--- src/rtl/wb_commit_queue.sv ---
// Writeback commit queue: buffers MEM results (with load extension) and drains them in order to the register file.
// Latency: a push at edge N into an empty queue drives RegWrite during the cycle after N.
// Backpressure: m_ready is registered (!full); hold freezes draining, flush empties the queue and drops a same-edge push.
module wb_commit_queue #(
  parameter int DATA_W   = 64,
  parameter int ADDR_W   = 5,
  parameter int DEPTH    = 2,
  parameter int ZERO_REG = 0
) (
  input  logic              clk,
  input  logic              reset,
  input  logic              m_valid,
  output logic              m_ready,
  input  logic              m_reg_write,
  input  logic              m_mem_to_reg,
  input  logic [ADDR_W-1:0] m_rd,
  input  logic [DATA_W-1:0] m_alu_result,
  input  logic [DATA_W-1:0] m_mem_data,
  input  logic [1:0]        m_load_size,
  input  logic              m_load_signed,
  input  logic              hold,
  input  logic              flush,
  output logic              RegWrite,
  output logic [ADDR_W-1:0] WriteReg,
  output logic [DATA_W-1:0] WriteData,
  output logic [31:0]       retire_count
);

  localparam int PTR_W = $clog2(DEPTH);
  localparam logic [ADDR_W-1:0] ZERO_IDX = ADDR_W'(ZERO_REG);

  typedef struct packed {
    logic              reg_write;
    logic [ADDR_W-1:0] rd;
    logic [DATA_W-1:0] data;
  } entry_t;

  entry_t           q [DEPTH];
  logic [PTR_W:0]   wr_ptr, rd_ptr, wr_next, rd_next;
  logic             empty, full_next, push, pop;
  entry_t           head, new_entry;

  // Load data is narrowed and extended once, at push time, so the drain side stays a plain mux.
  function automatic logic [DATA_W-1:0] ext(input logic [DATA_W-1:0] d, input logic [1:0] sz,
                                            input logic sgn);
    logic [DATA_W-1:0] r;
    case (sz)
      2'b00:   r = {{(DATA_W-8){sgn & d[7]}}, d[7:0]};
      2'b01:   r = {{(DATA_W-16){sgn & d[15]}}, d[15:0]};
      2'b10:   r = {{(DATA_W-32){sgn & d[31]}}, d[31:0]};
      default: r = d;
    endcase
    return r;
  endfunction

  assign empty = (wr_ptr == rd_ptr);
  assign push  = m_valid & m_ready & ~flush;
  assign pop   = ~empty & ~hold & ~flush;
  assign head  = q[rd_ptr[PTR_W-1:0]];

  // Build the entry to store and the post-edge pointers (flush wins over push/pop).
  always_comb begin
    new_entry.reg_write = m_reg_write;
    new_entry.rd        = m_rd;
    new_entry.data      = m_mem_to_reg ? ext(m_mem_data, m_load_size, m_load_signed) : m_alu_result;
    wr_next = wr_ptr;
    rd_next = rd_ptr;
    if (flush) begin
      wr_next = '0;
      rd_next = '0;
    end else begin
      if (push) wr_next = wr_ptr + 1'b1;
      if (pop)  rd_next = rd_ptr + 1'b1;
    end
    full_next = (wr_next[PTR_W] != rd_next[PTR_W]) &&
                (wr_next[PTR_W-1:0] == rd_next[PTR_W-1:0]);
  end

  // Queue storage, pointers, registered ready and the retire counter.
  always_ff @(posedge clk or negedge reset) begin
    if (!reset) begin
      for (int i = 0; i < DEPTH; i++) q[i] <= '0;
      wr_ptr       <= '0;
      rd_ptr       <= '0;
      m_ready      <= 1'b1;
      retire_count <= '0;
    end else begin
      if (push) q[wr_ptr[PTR_W-1:0]] <= new_entry;
      wr_ptr  <= wr_next;
      rd_ptr  <= rd_next;
      m_ready <= ~full_next;
      if (pop) retire_count <= retire_count + 32'd1;
    end
  end

  // Register file port driven straight from the head entry; suppressed for no-write and zero-register entries.
  always_comb begin
    WriteReg  = empty ? '0 : head.rd;
    WriteData = empty ? '0 : head.data;
    RegWrite  = ~empty & head.reg_write & (head.rd != ZERO_IDX) & ~hold & ~flush;
  end

endmodule

--- config.mk ---
export PLATFORM = sky130hd
export DESIGN_NAME = wb_commit_queue
export DESIGN_NICKNAME = d
export VERILOG_FILES = /design/src/rtl/wb_commit_queue.sv
export SDC_FILE = /design/constraint.sdc
export NUM_CORES = 1
export LEC_CHECK = 0
export ABC_CLOCK_PERIOD_IN_PS = 2650
export CAP_MARGIN = 10
export CORE_MARGIN = 5
export CORE_UTILIZATION = 43
export CTS_CLUSTER_SIZE = 24
export DETAILED_ROUTE_END_ITERATION = 10
export PLACE_DENSITY = 0.72
export SLEW_MARGIN = 20
export SYNTH_ARGS = -nofsm -noshare
export SYNTH_HDL_FRONTEND = slang
export SYNTH_SLANG_ARGS = --single-unit
--- constraint.sdc ---
create_clock -name clk -period 2.65 [get_ports clk]
set_input_delay 0.3975 -clock clk [delete_from_list [all_inputs] [get_ports clk]]
set_output_delay 0.3975 -clock clk [all_outputs]
set_load 0.01 [all_outputs]
=== Word-level counts from Yosys, hierarchy flattened ===
Cells that the tools add are included.

* Bits in registers: 177
* Input bits: 143
* Output and inout bits: 103
* Word-level logic and storage cells: 56

* Add/subtract/negate cells: 3
* $lt $le $gt $ge: 3
* Equal/unequal tests: 5
* Mux-type cells: 14
* Bitwise operators: 17
* Reductions and logical operators: 4

{| class="wikitable"
|+ Operators by type and width
! kind !! count
|-
| $mux 70 || 4
|-
| $pmux 64 s3 || 1
|-
| $bwmux 140 || 1
|-
| $mux 64 || 2
|-
| $demux 70 s1 || 1
|-
| $add 32x1->32 const B || 1
|-
| $and 1x1->1 || 11
|-
| $mux 2 || 4
|-
| $mux 5 || 1
|-
| $reduce_bool 5->1 || 1
|-
| $add 2x1->2 const B || 2
|-
| $ge 2x2->1 const B || 2
|-
| $not 1->1 || 4
|-
| $not 1->2 || 2
|-
| $eq 2x1->1 const B || 1
|-
| $eq 2x2->1 || 1
|-
| $eq 2x2->1 const B || 1
|-
| $logic_and 1x1->1 || 2
|-
| $logic_not 2->1 || 1
|-
| $lt 2x1->1 const B || 1
|-
| $eq 1x1->1 || 1
|-
| $ne 1x1->1 || 1
|}

=== Logic depth before layout (Yosys ltp) ===
Gate-level depths: netlist (run 1).

* Word-level depth: 9
* Depth in mapped cells: 7
* Gate-level depth less buffers: 6

=== Least setup slack after synthesis (run 1) ===
Ideal clock, no wire load.

* Path kind: input port to flip-flop
* From: input flush
* To: register q[32] (netlist name)
* Setup time: 0.133 ns
* Arrival: 1.896 ns
* Required time: 2.517 ns
* Setup slack: 0.621 ns
* Stages on the path: 7
* Buffers on the path: 4
* Cell sequence: clkbuf_1 > nor2_1 > ha_1 > clkbuf_1 > buf_1 > clkbuf_1 > o22ai_1

* Longest elaborated chain between the ends: 2

{| class="wikitable"
|+ RTL lines
! what !! RTL line !! text
|-
| start: declaration || 22 || <nowiki>input logic flush,</nowiki>
|-
| $not 1->1 || 57 || <nowiki>assign push = m_valid & m_ready & ~flush;</nowiki>
|-
| $and 1x1->1 || 57 ||
|-
| end signal: indexed assignment || 88 || <nowiki>if (push) q[wr_ptr[PTR_W-1:0]] <= new_entry;</nowiki>
|-
| end: declaration || 38 || <nowiki>entry_t q [DEPTH];</nowiki>
|}

Every way passes these cells.
A chain may end at the register's enable or synchronous reset.

=== Worst setup path after layout (run 1) ===
* From: register rd_ptr[0]
* To: output WriteReg[3]

* Longest elaborated chain between the ends: 5
* Elaborated cells between the ends (all ways): 6
* Those cells by class: eq/ne: 1; mux: 4; bitwise: 1

{| class="wikitable"
|+ RTL lines
! what !! RTL line !! text
|-
| start: declaration || 39 || <nowiki>logic [PTR_W:0] wr_ptr, rd_ptr, wr_next, rd_next;</nowiki>
|-
| start signal: assignment || 90 || <nowiki>rd_ptr <= rd_next;</nowiki>
|-
| $not 1->2 (implied by the code) || 59 || <nowiki>assign head = q[rd_ptr[PTR_W-1:0]];</nowiki>
|-
| $mux 70 (implied by the code) (3 in series) || 59 ||
|-
| $mux 5 (*) || 98 || <nowiki>WriteReg = empty ? '0 : head.rd;</nowiki>
|-
| end: declaration || 24 || <nowiki>output logic [ADDR_W-1:0] WriteReg,</nowiki>
|}

Every way passes the cells marked *; elsewhere a longest branch is shown, timed or not. The select of a mux whose other input is x is not followed.

==> results_dict.tcl, run 1 <==
set metrics [dict create \
    ys.flop_type "dfrtp_1" \
    rows 53 \
    routabilityCongestion 0.7698 \
    io_buffers 245 \
    grt-ovfl-total 0 \
    setup_tns_ns 0 \
    cp-end-kind "output pin" \
    setup_viol 0 \
    r2r_cells 6 \
    fin_skew_ns 0.008632 \
    post-dp-hpwl_um 18020 \
    critPathKind "flop to output pin" \
    initial_utilization 0.4399 \
    startpoint_type "flop" \
    ioPinCount 246 \
    grt_max_degree 60 \
    finalCriticalPeriod_ns 2.569 \
    syn-num-nets 1141 \
    synth_cell_types 45 \
    ys_seq_area_frac 0.4761 \
    netlist.area_leader.share 0.4733 \
    min_delay_path_depth 3 \
    nets 1366 \
    wl_per_cell_um 17.25 \
    grt_use_total 0.2090 \
    area_growth_pct 39.73 \
    tightest_slew_ns 0.7516 \
    cp_data_required_time_ns 2.25 \
    cts_root_buf "clkbuf_16" \
    antenna_found_initial 1 \
    hold_ws_ns 0.4009 \
    htree_levels 4 \
    p_leak_nw 6.142 \
    dieArea_mm2 0.02468 \
    rr_endpoint "retire_count[16]$_DFFE_PN0P_" \
    timing.final.crit_share 0.9695 \
    synth_async_sr_flop_share 1.000 \
    reg2reg_from "rd_ptr[0]$_DFF_PN0_" \
    grt_pass1_vias 7843 \
    finalHoldViolCount 0 \
    drt_iter0_markers 472 \
    maxCapViolCount 0 \
    status "completed" \
    vias 7975 \
    synth_top_cells_by_area "dfrtp_1 (47%), mux2i_1 (8.5%), mux2_2 (7.5%), nor2_1 (4.8%), o22ai_1 (4.3%)" \
    drc 0 \
    setup_ws_ns 0.08087 \
    p_per_area_mw_per_mm2 727.2 \
    core_area_mm2 0.02115 \
    yosys_register_bits 177 \
    total_power_w 0.009456 \
    min_delay_worst_endpoint "q[33]$_DFFE_PN0P_" \
    drt_pre_antenna_iters 7 \
    dp_slack_ns 0.07358 \
    synth.most_common_cell "dfrtp_1" \
    clockBufferDepth 2 \
    post-route-util 0.6147 \
    routed_wl_um 26000 \
    drive_above_1_share 0.1339 \
    slew-limit-headroom 0.4974 \
    synth_cells 995 \
    syn-cell-area_mm2 0.009305 \
    synth_edf_count 0 \
    maxSlewViolCount 0 \
    cts_tree "built" \
    numCtsBuffers 17 \
    cts_sinks 177 \
    dieHeight_um 157.1 \
    yosys_warnings 0 \
    avgSynthCellArea_um2 9.352 \
    min_from "m_mem_to_reg" \
    clkLatencyLatePin_ns 0.42 \
    arrival_ns 2.17 \
    synth_top_cells_by_count "dfrtp_1 (176), nor2_1 (120), mux2i_1 (79)" \
    die_w_um 157.1 \
    viasPerCell 5.292 \
    fmax_mhz 389.2 \
    grt_first_pass_wirelength_um 41290 \
    r2r_slack_ns 0.59 \
    antenna_cells 0 \
    hold_path_class "input port to flop" \
    path_max_fanout 17 \
    vdd_drop_max_uv 394.5 \
    antenna_left 0 \
    synth_area_leader_cell "dfrtp_1" \
    path_clk_slew_ns 0.07 \
]
## cell usage in the layout (no fill, tap or decap), types with 7 or more instances in the layout
master,n
buf_4,27
clkdlybuf4s50_1,200
nor4_1,10
mux2i_1,79
inv_1,74
dlymetal6s2s_1,41
nand2_1,70
buf_12,9
nor3_1,7
o22ai_1,64
clkbuf_16,17
nor2_1,110
a21oi_1,73
dfrtp_1,174
xor2_1,23
nand3_1,40
mux2_2,62
nor2_2,9
o21ai_0,66
xnor2_1,9
## cells by family after synthesis
| kind of cell | count (synthesis) | share of synthesized area |
|---|---|---|
| AOI/OAI and AO/OA | 213 | 0.1268 |
| and+or+nand+nor | 276 | 0.1376 |
| muxes | 141 | 0.1600 |
| DFF | 177 | 0.4761 |
| xor gates and xnor gates | 34 | 0.03281 |
| buffers and inverters | 151 | 0.06266 |
| adders and majority gates | 3 | 0.004034 |
## per-stage QoR
| step | cells | cell area [um^2] |
|---|---|---|
| after floorplan | 995 | 9305 |
| after global placement | 1472 | 12200 |
| after detailed placement | 1472 | 12200 |
| after CTS | 1504 | 12860 |
| after global routing | 1507 | 13000 |
| final | 1507 | 13000 |
## layer usage
| metal | vias up | global-route usage | share of wire |
|---|---|---|---|
| met5 | - | 0 | 0.00050 |
| met4 | 2 | 0.04506 | 0.0096 |
| met3 | 17 | 0.05334 | 0.074 |
| met2 | 245 | 0.3543 | 0.49 |
| met1 | 3844 | 0.2730 | 0.42 |
| li1 | 3867 | - | - |
## flip-flops by register name, indices dropped and copies added, names as in the netlist
register	count
rd_ptr	2
q	140
m_ready	1
wr_ptr	2
retire_count	32
## worst max path at each step
stage | from | end | slack [ns] | cells after the start
floorplan | flush | q[32]$_DFFE_PN0P_ | 0.62 | 7
global placement | flush | RegWrite | 0.06 | 5
detailed placement | flush | RegWrite | 0.07 | 5
CTS | rd_ptr[0]$_DFF_PN0_ | WriteData[39] | -0.0002 | 5
global route | rd_ptr[1]$_DFF_PN0_ | WriteReg[3] | -0.004 | 5
finish | rd_ptr[0]$_DFF_PN0_ | WriteReg[3] | 0.08 | 5
## critical path, cell delays in order (launching register included)
cell	delay, ns
dfrtp_4	0.55
xor2_4	0.19
nor2_4	0.06
buf_4	0.21
nor2_1	0.18
clkdlybuf4s50_1	0.56
## cell type report
type / count / area (um^2)
timing repair buffer: 283 / 2959
sequential: 177 / 4436
tap: 275 / 344.1
multi-input combinational: 667 / 4374
fill: 1772 / 8152
clock buffer: 18 / 439.2
inverter: 74 / 277.8
clock inverter: 13 / 172.7
## where the power goes
| group | internal (W) | switching, W | leakage (nW) |
|---|---|---|---|
| sequential | 0.00351 | 0.000460 | 2.14 |
| combinational | 0.00156 | 0.00133 | 3.71 |
| clock | 0.00152 | 0.00108 | 0.292 |
## what timing repair did
item / in CTS / in global routing
setup buffers: 0 / 3
endpoints found under the setup margin: 69 / 61
hold endpoints to repair: 54 / 0
hold buffers: 1 / 0
pin swaps: 0 / 1
resized for setup: 12 / 47
Power figures use the tool's default switching activity.
==> run 2: changes to the inputs <==
--- a/config.mk
+++ b/config.mk
@@ -7,11 +7,13 @@
 export LEC_CHECK = 0
 export ABC_CLOCK_PERIOD_IN_PS = 2650
 export CAP_MARGIN = 10
+export CELL_PAD_IN_SITES_DETAIL_PLACEMENT = 2
+export CELL_PAD_IN_SITES_GLOBAL_PLACEMENT = 2
 export CORE_MARGIN = 5
-export CORE_UTILIZATION = 43
+export CORE_UTILIZATION = 29
 export CTS_CLUSTER_SIZE = 24
 export DETAILED_ROUTE_END_ITERATION = 10
-export PLACE_DENSITY = 0.72
+export PLACE_DENSITY_LB_ADDON = 0.1
 export SLEW_MARGIN = 20
 export SYNTH_ARGS = -nofsm -noshare
 export SYNTH_HDL_FRONTEND = slang
==> constraint.sdc (replaced) <==
create_clock -name clk -period 2.65 [get_ports clk]
set_input_delay 0.3975 -clock clk [delete_from_list [all_inputs] [get_ports clk]]
set_output_delay 0.3975 -clock clk [all_outputs]
set_load 0.1 [all_outputs]
==> results_dict.tcl, run 2 (synthesis results as in run 1) <==
set metrics [dict create \
    status "completed" \
    grt_max_degree 60 \
    routabilityCongestion 0.7139 \
    vdd_drop_max_uv 487.3 \
    path_max_fanout 8 \
    grt_first_pass_wirelength_um 53480 \
    rows 65 \
    setup_tns_ns 0 \
    grt-ovfl-total 0 \
    die_w_um 189.1 \
    reg_top3 "q: 140 flops, retire_count: 32 flops" \
    grt_pass1_vias 9306 \
    hold_ws_ns 0.4882 \
    final_common_cell "dfrtp_1" \
    fmax_mhz 397.9 \
    drt_iter0_markers 302 \
    cts_sinks 177 \
    critPathKind "flop to output pin" \
    nets 1363 \
    largest_register_ffs 140 \
    setup_viol 0 \
    slew-limit-headroom 0.4747 \
    clkLatencyLatePin_ns 0.44 \
    p_clk_frac 0.226 \
    p_per_area_mw_per_mm2 910.1 \
    core_area_mm2 0.03164 \
    wl_per_cell_um 20.50 \
    dieArea_mm2 0.03577 \
    cts_tree "built" \
    drt_pre_antenna_iters 4 \
    drc 0 \
    largest_register "q" \
    p_switching_w 0.005307 \
    grt_use_total 0.1890 \
    htree_levels 4 \
    swShare 0.4217 \
    maxCapViolCount 0 \
    total_power_w 0.01258 \
    cts_post_setup_buffers_inserted 0 \
    r2r_slack_ns 0.59 \
    rsz0062_at_grt "no" \
    ioPinCount 246 \
    viasPerCell 5.022 \
    routed_wl_um 33500 \
    cp_data_required_time_ns 2.25 \
    startpoint_type "flop" \
    post-dp-hpwl_um 23380 \
    cts_root_buf "clkbuf_16" \
    fin_skew_ns 0.01225 \
    finalCriticalPeriod_ns 2.513 \
    drive_above_1_share 0.2488 \
    clockBufferDepth 2 \
    p_int_w 0.007277 \
    path_clk_slew_ns 0.08 \
    antenna_left 0 \
    cp-end-kind "output pin" \
    vias 8206 \
    antenna_found_initial 3 \
    area_growth_pct 48.58 \
    p_leak_nw 5.909 \
    maxSlewViolCount 0 \
    finalHoldViolCount 0 \
    arrival_ns 2.12 \
    seqPwrFrac 0.316 \
    final_cell_mix "dfrtp_1 (175), clkdlybuf4s50_1 (139), buf_12 (83)" \
    fillCellCount 3343 \
    tightest_slew_ns 0.7857 \
    hold_path_class "flop to flop" \
    comb_power_share 0.458 \
    numCtsBuffers 17 \
    dieHeight_um 189.1 \
    timing.final.crit_share 0.9485 \
    io_buffers 245 \
    initial_utilization 0.2941 \
]
run 2: power groups by stage:
stage	clock, W	sequential [W]	combinational (W)
floorplan	0	0.00412	0.00350
detailed placement	0	0.00404	0.00582
CTS	0.00293	0.00399	0.00585
global route	0.00306	0.00409	0.00608
finish	0.00284	0.00398	0.00576
global placement	0	0.00399	0.00573
run 2: cell type report:
type                       instances  area [um^2]  share of cell area
tap                              402        503.0             0.03638
timing repair buffer             280         3495              0.2528
clock inverter                    15        220.2             0.01593
sequential                       177         4434              0.3207
antenna                            2        5.005           0.0003620
inverter                          74        277.8             0.02009
clock buffer                      17        425.4             0.03077
multi-input combinational        667         4466              0.3230
run 2: final timing paths:
check | from | to | cells after the start
max in group asynchronous | reset | q[34]$_DFFE_PN0P_ | 3
setup / recovery | rd_ptr[0]$_DFF_PN0_ | RegWrite | 4
setup reg to reg | retire_count[8]$_DFFE_PN0P_ | retire_count[22]$_DFFE_PN0P_ | 4
hold / removal | retire_count[6]$_DFFE_PN0P_ | retire_count[6]$_DFFE_PN0P_ | 1
min in group asynchronous | reset | q[127]$_DFFE_PN0P_ | 2
hold reg to reg | retire_count[6]$_DFFE_PN0P_ | retire_count[6]$_DFFE_PN0P_ | 1
run 2: worst max-delay path, cell delays in order (launching register included):
cell and delay [ns]:
dfrtp_4 0.55, xor2_2 0.31, o21ai_0 0.26, a211oi_2 0.34
buf_12 0.21
run 2: stage by stage:
step                area (um^2)  setup slack, ns    util  instances
floorplan                  9435          -0.2709       -        995
global placement          13160           0.4379  0.4159       1599
detailed placement        13160           0.3927  0.4159       1599
CTS                       13820          0.08994  0.4369       1632
global route              13820          0.01297  0.4369       1633
finish                    13830           0.1365  0.4370       1634
run 2: repair_timing:
action	in CTS	in global routing
resized for setup	1	0
hold buffers	1	0
endpoints found under the hold margin	54	0
endpoints found under the setup margin	19	0
run 2: layer usage:
layer	wire, um	share of wire	vias to the layer above	GRT usage
li1	-	-	3855	-
met1	14380	0.43	4158	0.2364
met2	16660	0.50	168	0.3248
met3	2109	0.063	21	0.05476
met4	323	0.0096	4	0.04232
met5	21	0.00063	-	0
==> RTL edit 1: new RTL, flow settings as in run 1 <==
Set the parameter `DEPTH` to 4 (it was 2).
--- a/src/rtl/wb_commit_queue.sv
+++ b/src/rtl/wb_commit_queue.sv
@@ -5,5 +5,5 @@
   parameter int DATA_W   = 64,
   parameter int ADDR_W   = 5,
-  parameter int DEPTH    = 2,
+  parameter int DEPTH    = 4,
   parameter int ZERO_REG = 0
 ) (
Formal check against the unedited RTL: not equivalent (a bounded check fails within 4 cycles, from zero or initial values and one cycle with reset low).
==> RTL edit 1 against run 1 <==
Worst setup slack lost 71 ps; register-to-register slack worse by 110 ps; clock skew up 12 ps; synthesized area up 69%; final cell count grew 46%; sequential share of layout area rose by 4.3 points; first-iteration DRC count increased by 97%; utilization decreased by 4.3 points; total power increased by 71%; final area up 60%; highest routed layer unchanged; wire length increased by 72%; clock power rose by 94%; sequential cell count grew 142; largest cell class unchanged.
==> RTL edit 1: results (changes against run 1) <==
[timing]
holdWs_ps = 467  ; +66.0 ps
finalClockSkew_ps = 20.9  ; +12.3 ps
max_slew_margin_pct = 60.2  ; +10 points

[finish]
nNetsFinal = 1850  ; +35%
n_fill_cell = 3069  ; +73%
reg_top3 = q x280, retire_count x32

[outcome]
status = finished, final reports clean

[routing]
routed_via_density = 5.63  ; +6.3%
dr.first_iter.drc_count = 930  ; +97%
firstDrtPassIters = 5  ; -2

[critical_path]
worstRegToRegCells = 7  ; +1
cp_slowest_stage_delay_ps = 500  ; -60 ps
arrival_ps = 2240  ; +70 ps

[pwr]
p_leak_nw = 9.14  ; +49%
combPwrFrac_pct = 28.1  ; -2.4 points
intPower_mw = 11.5  ; +74%

[clock_tree]
numCtsBuffers = 36  ; +19
cts_buffer_depth = 3  ; +1
path_clk_slew_ps = 50  ; -20 ps
clk-insertion-delay-late_ps = 520  ; +100 ps

[grt]
grt_antenna_before_repair = 5  ; +4
grt_pass1_vias = 13014  ; +66%
track_usage_pct = 22.0  ; +1.1 points
grt_max_degree = 78  ; +30%

[placement]
place.detailed.hpwl_um = 29000  ; +61%

[logic_synthesis]
synth_top_cells_by_area = dfrtp_1 (51%), mux4_2 (10%), nand2_1 (6.4%), o31ai_1 (6.1%), and2_1 (3.7%)

RTL edit 1: what timing repair did:
| action | CTS | global route |
|---|---|---|
| buffers inserted | 18 | 4 |
| gates cloned | 5 | 1 |
| gates resized for setup | 238 | 31 |
| hold buffers | 1 | 0 |
| endpoints found under the hold margin | 60 | 0 |
| pin swaps | 6 | 10 |
| setup endpoints to repair | 70 | 46 |
RTL edit 1: through the flow:
step | util [%] | total power [mW] | cell area (um2) | cells | setup WS (ps)
finish | 57.2 | 16.1 | 20800 | 2199 | 9.90
global route | 57.2 | 17.0 | 20800 | 2199 | -60.6
CTS | 57.0 | 16.2 | 20700 | 2193 | -26.6
detailed placement | 52.7 | 10.8 | 19200 | 2103 | 184
global placement | 52.7 | 10.6 | 19200 | 2103 | 204
floorplan | - | 8.92 | 15700 | 1443 | 580
RTL edit 1: kinds of logic (layout without fill, tap and decap cells):
family | after synthesis | after routing | share of synthesized area [%]
xor gates and xnor gates | 42 | 42 | 2.66
buffers and inverters | 122 | 408 | 3.17
and+or+nand+nor | 513 | 513 | 15.7
adders and majority gates | 6 | 6 | 0.478
DFF | 319 | 319 | 50.8
other | 0 | 2 | 0
muxes | 136 | 136 | 14.7
AOI/OAI and AO/OA | 305 | 305 | 12.5
RTL edit 1: final cells by class:
cell class              instances  area share (%)
diodes                          2          0.0241
clock buffers                  54            5.24
clock inverters                12           0.626
inverters                       5          0.0903
multi-input cells            1002            35.5
flip-flops and latches        319            38.4
well taps                     468            2.82
repair buffers                337            17.2
RTL edit 1: metal layers:
layer / up-vias / global-route usage, % / wire [um]
li1: 5702 / - / -
met1: 6229 / 30.2 / 19100
met2: 364 / 36.0 / 21800
met3: 69 / 4.37 / 2640
met4: 6 / 5.91 / 992
met5: - / 0 / 50
==> RTL edit 2: new RTL, flow settings as in run 1 <==
Made on the original files. Register the output `retire_count` once more, with the module's reset; this adds one clock of latency there. The other outputs are not delayed to match.
--- a/src/rtl/wb_commit_queue.sv
+++ b/src/rtl/wb_commit_queue.sv
@@ -35,4 +35,6 @@
     logic [DATA_W-1:0] data;
   } entry_t;
+
+  logic [31:0] retire_count_s0;
 
   entry_t           q [DEPTH];
@@ -84,5 +86,5 @@
       rd_ptr       <= '0;
       m_ready      <= 1'b1;
-      retire_count <= '0;
+      retire_count_s0 <= '0;
     end else begin
       if (push) q[wr_ptr[PTR_W-1:0]] <= new_entry;
@@ -90,5 +92,5 @@
       rd_ptr  <= rd_next;
       m_ready <= ~full_next;
-      if (pop) retire_count <= retire_count + 32'd1;
+      if (pop) retire_count_s0 <= retire_count_s0 + 32'd1;
     end
   end
@@ -101,4 +103,12 @@
   end
 
+  always_ff @(posedge clk or negedge reset) begin
+    if (!reset) begin
+      retire_count <= '0;
+    end else begin
+      retire_count <= retire_count_s0;
+    end
+  end
+
 endmodule
 
Behaviour: not the same (a bounded check fails within 4 cycles, from zero or initial values and one cycle with reset low).
==> RTL edit 2 against run 1 <==
Sequential cell count is 32 higher; critical path depth is 1 higher; worst setup slack better by 41 ps; critical path type unchanged; synthesized area is 3.3% higher; die area is 3.1% higher; largest power group unchanged; total power is 9.6% higher; non-clock buffer count is 2 higher; critical endpoint is now WriteData[14]; final area is 3.2% higher; wire length is 1.1% lower.
==> RTL edit 2: results (changes against run 1) <==
[clock_tree]
clk-insertion-delay-late_ps = 500  ; +80 ps
cts_buffer_depth = 3  ; +1
cts_setup_buffers = 7  ; +7
cts.repair.resized = 78  ; +66

[min_path]
hold_path.class = reg2reg
hold_start = retire_count_s0[31]$_DFFE_PN0P_

[critical_path]
cp_slowest_stage_delay_ps = 540  ; -20 ps
crit_fanout = 16  ; -1

[grt]
grt_max_degree = 63  ; +5.0%
track_usage_pct = 19.6  ; -1.3 points
grt_pass1_wl_um = 41400  ; +0.32%
grt_pass1_vias = 7561  ; -3.6%

[finish]
final_layout_size_suffix_gt1_share_pct = 18.3  ; +4.9 points
reg_top3 = q x140, retire_count x32, retire_count_s0 x32
n_fill_cell = 1866  ; +5.3%
nNetsFinal = 1273  ; -6.8%

[logic_synthesis]
synth_fa_ha_area_share_pct = 0.390  ; -0.013 points
synth_xor_xnor_area_share_pct = 3.36  ; +0.077 points
synth.mux.area_fraction_pct = 22.9  ; +6.9 points
yosys-top-cells-count = dfrtp_1 (208), nor2_1 (170), mux2_2 (124)
synth_compound_area_share_pct = 4.75  ; -7.9 points
synth_top_cells_by_area = dfrtp_1 (54%), mux2_2 (15%), mux2i_1 (8.3%), nor2_1 (6.6%), a21oi_1 (3.8%)
yosysSeqAreaShare_pct = 54.4  ; +6.8 points
syn_avg_cell_area_um2 = 11.0  ; +18%
syn_nets = 1016  ; -11%

[routing]
firstDrtPassIters = 4  ; -3
routed_via_density = 5.11  ; -3.4%
wl_per_cell_um = 18.1  ; +4.8%
postRouteWirelength_um = 25700  ; -1.1%

[placement]
gp_congestion = 0.748  ; -2.9%
place_inst = 1371  ; -6.9%

[outcome]
status = finished, final reports clean

[timing]
finalClockSkew_ps = 11.0  ; +2.32 ps

RTL edit 2: worst register-to-register path: stages, from the launching register on:
cell       delay [ps]
dfrtp_4           540
buf_16            190
bufbuf_16         310
nor2b_1           170
nand2_1            70
o311ai_0          230
xnor2_1           190
o21ai_0           180
RTL edit 2: power breakdown:
part	internal (mW)	total, mW	switching (mW)
clock	1.77	2.97	1.20
sequential	4.08	4.56	0.484
combinational	1.59	2.83	1.24
total	7.43	10.4	2.93
RTL edit 2: final cells by class:
type,instances,share of cell area (%)
diodes,2,0.0373
well taps,280,2.61
repair buffers,285,21.5
multi-input cells,606,31.6
clock buffers,34,4.82
clock inverters,4,0.354
inverters,3,0.0839
flip-flops and latches,209,39.0
RTL edit 2: final timing paths:
| check | depth (start not counted) | slack, ps | endpoint |
|---|---|---|---|
| min | 0 | 400 | retire_count[31]$_DFF_PN0_ |
| max in group asynchronous | 3 | 1410 | retire_count[27]$_DFF_PN0_ |
| min reg2reg | 0 | 400 | retire_count[31]$_DFF_PN0_ |
| max reg2reg | 7 | 690 | m_ready$_DFF_PN1_ |
| min in group asynchronous | 2 | 450 | q[10]$_DFFE_PN0P_ |
| max | 6 | 120 | WriteData[14] |
RTL edit 2: routing by layer:
| layer | up-vias | GRT usage (%) | share of wire (%) |
|---|---|---|---|
| li1 | 3475 | - | - |
| met1 | 3537 | 26.3 | 43 |
| met2 | 220 | 32.1 | 48 |
| met3 | 40 | 4.71 | 6.8 |
| met4 | 0 | 5.35 | 2.3 |
| met5 | - | 0 | 0 |
RTL edit 2: per-stage QoR:
stage / setup slack (ps) / instance area, um2
after global routing: 27.9 / 13400
after floorplan: 473 / 9610
after detailed placement: 85.2 / 12600
final: 122 / 13400
after global placement: 114 / 12600
after CTS: 62.0 / 13400
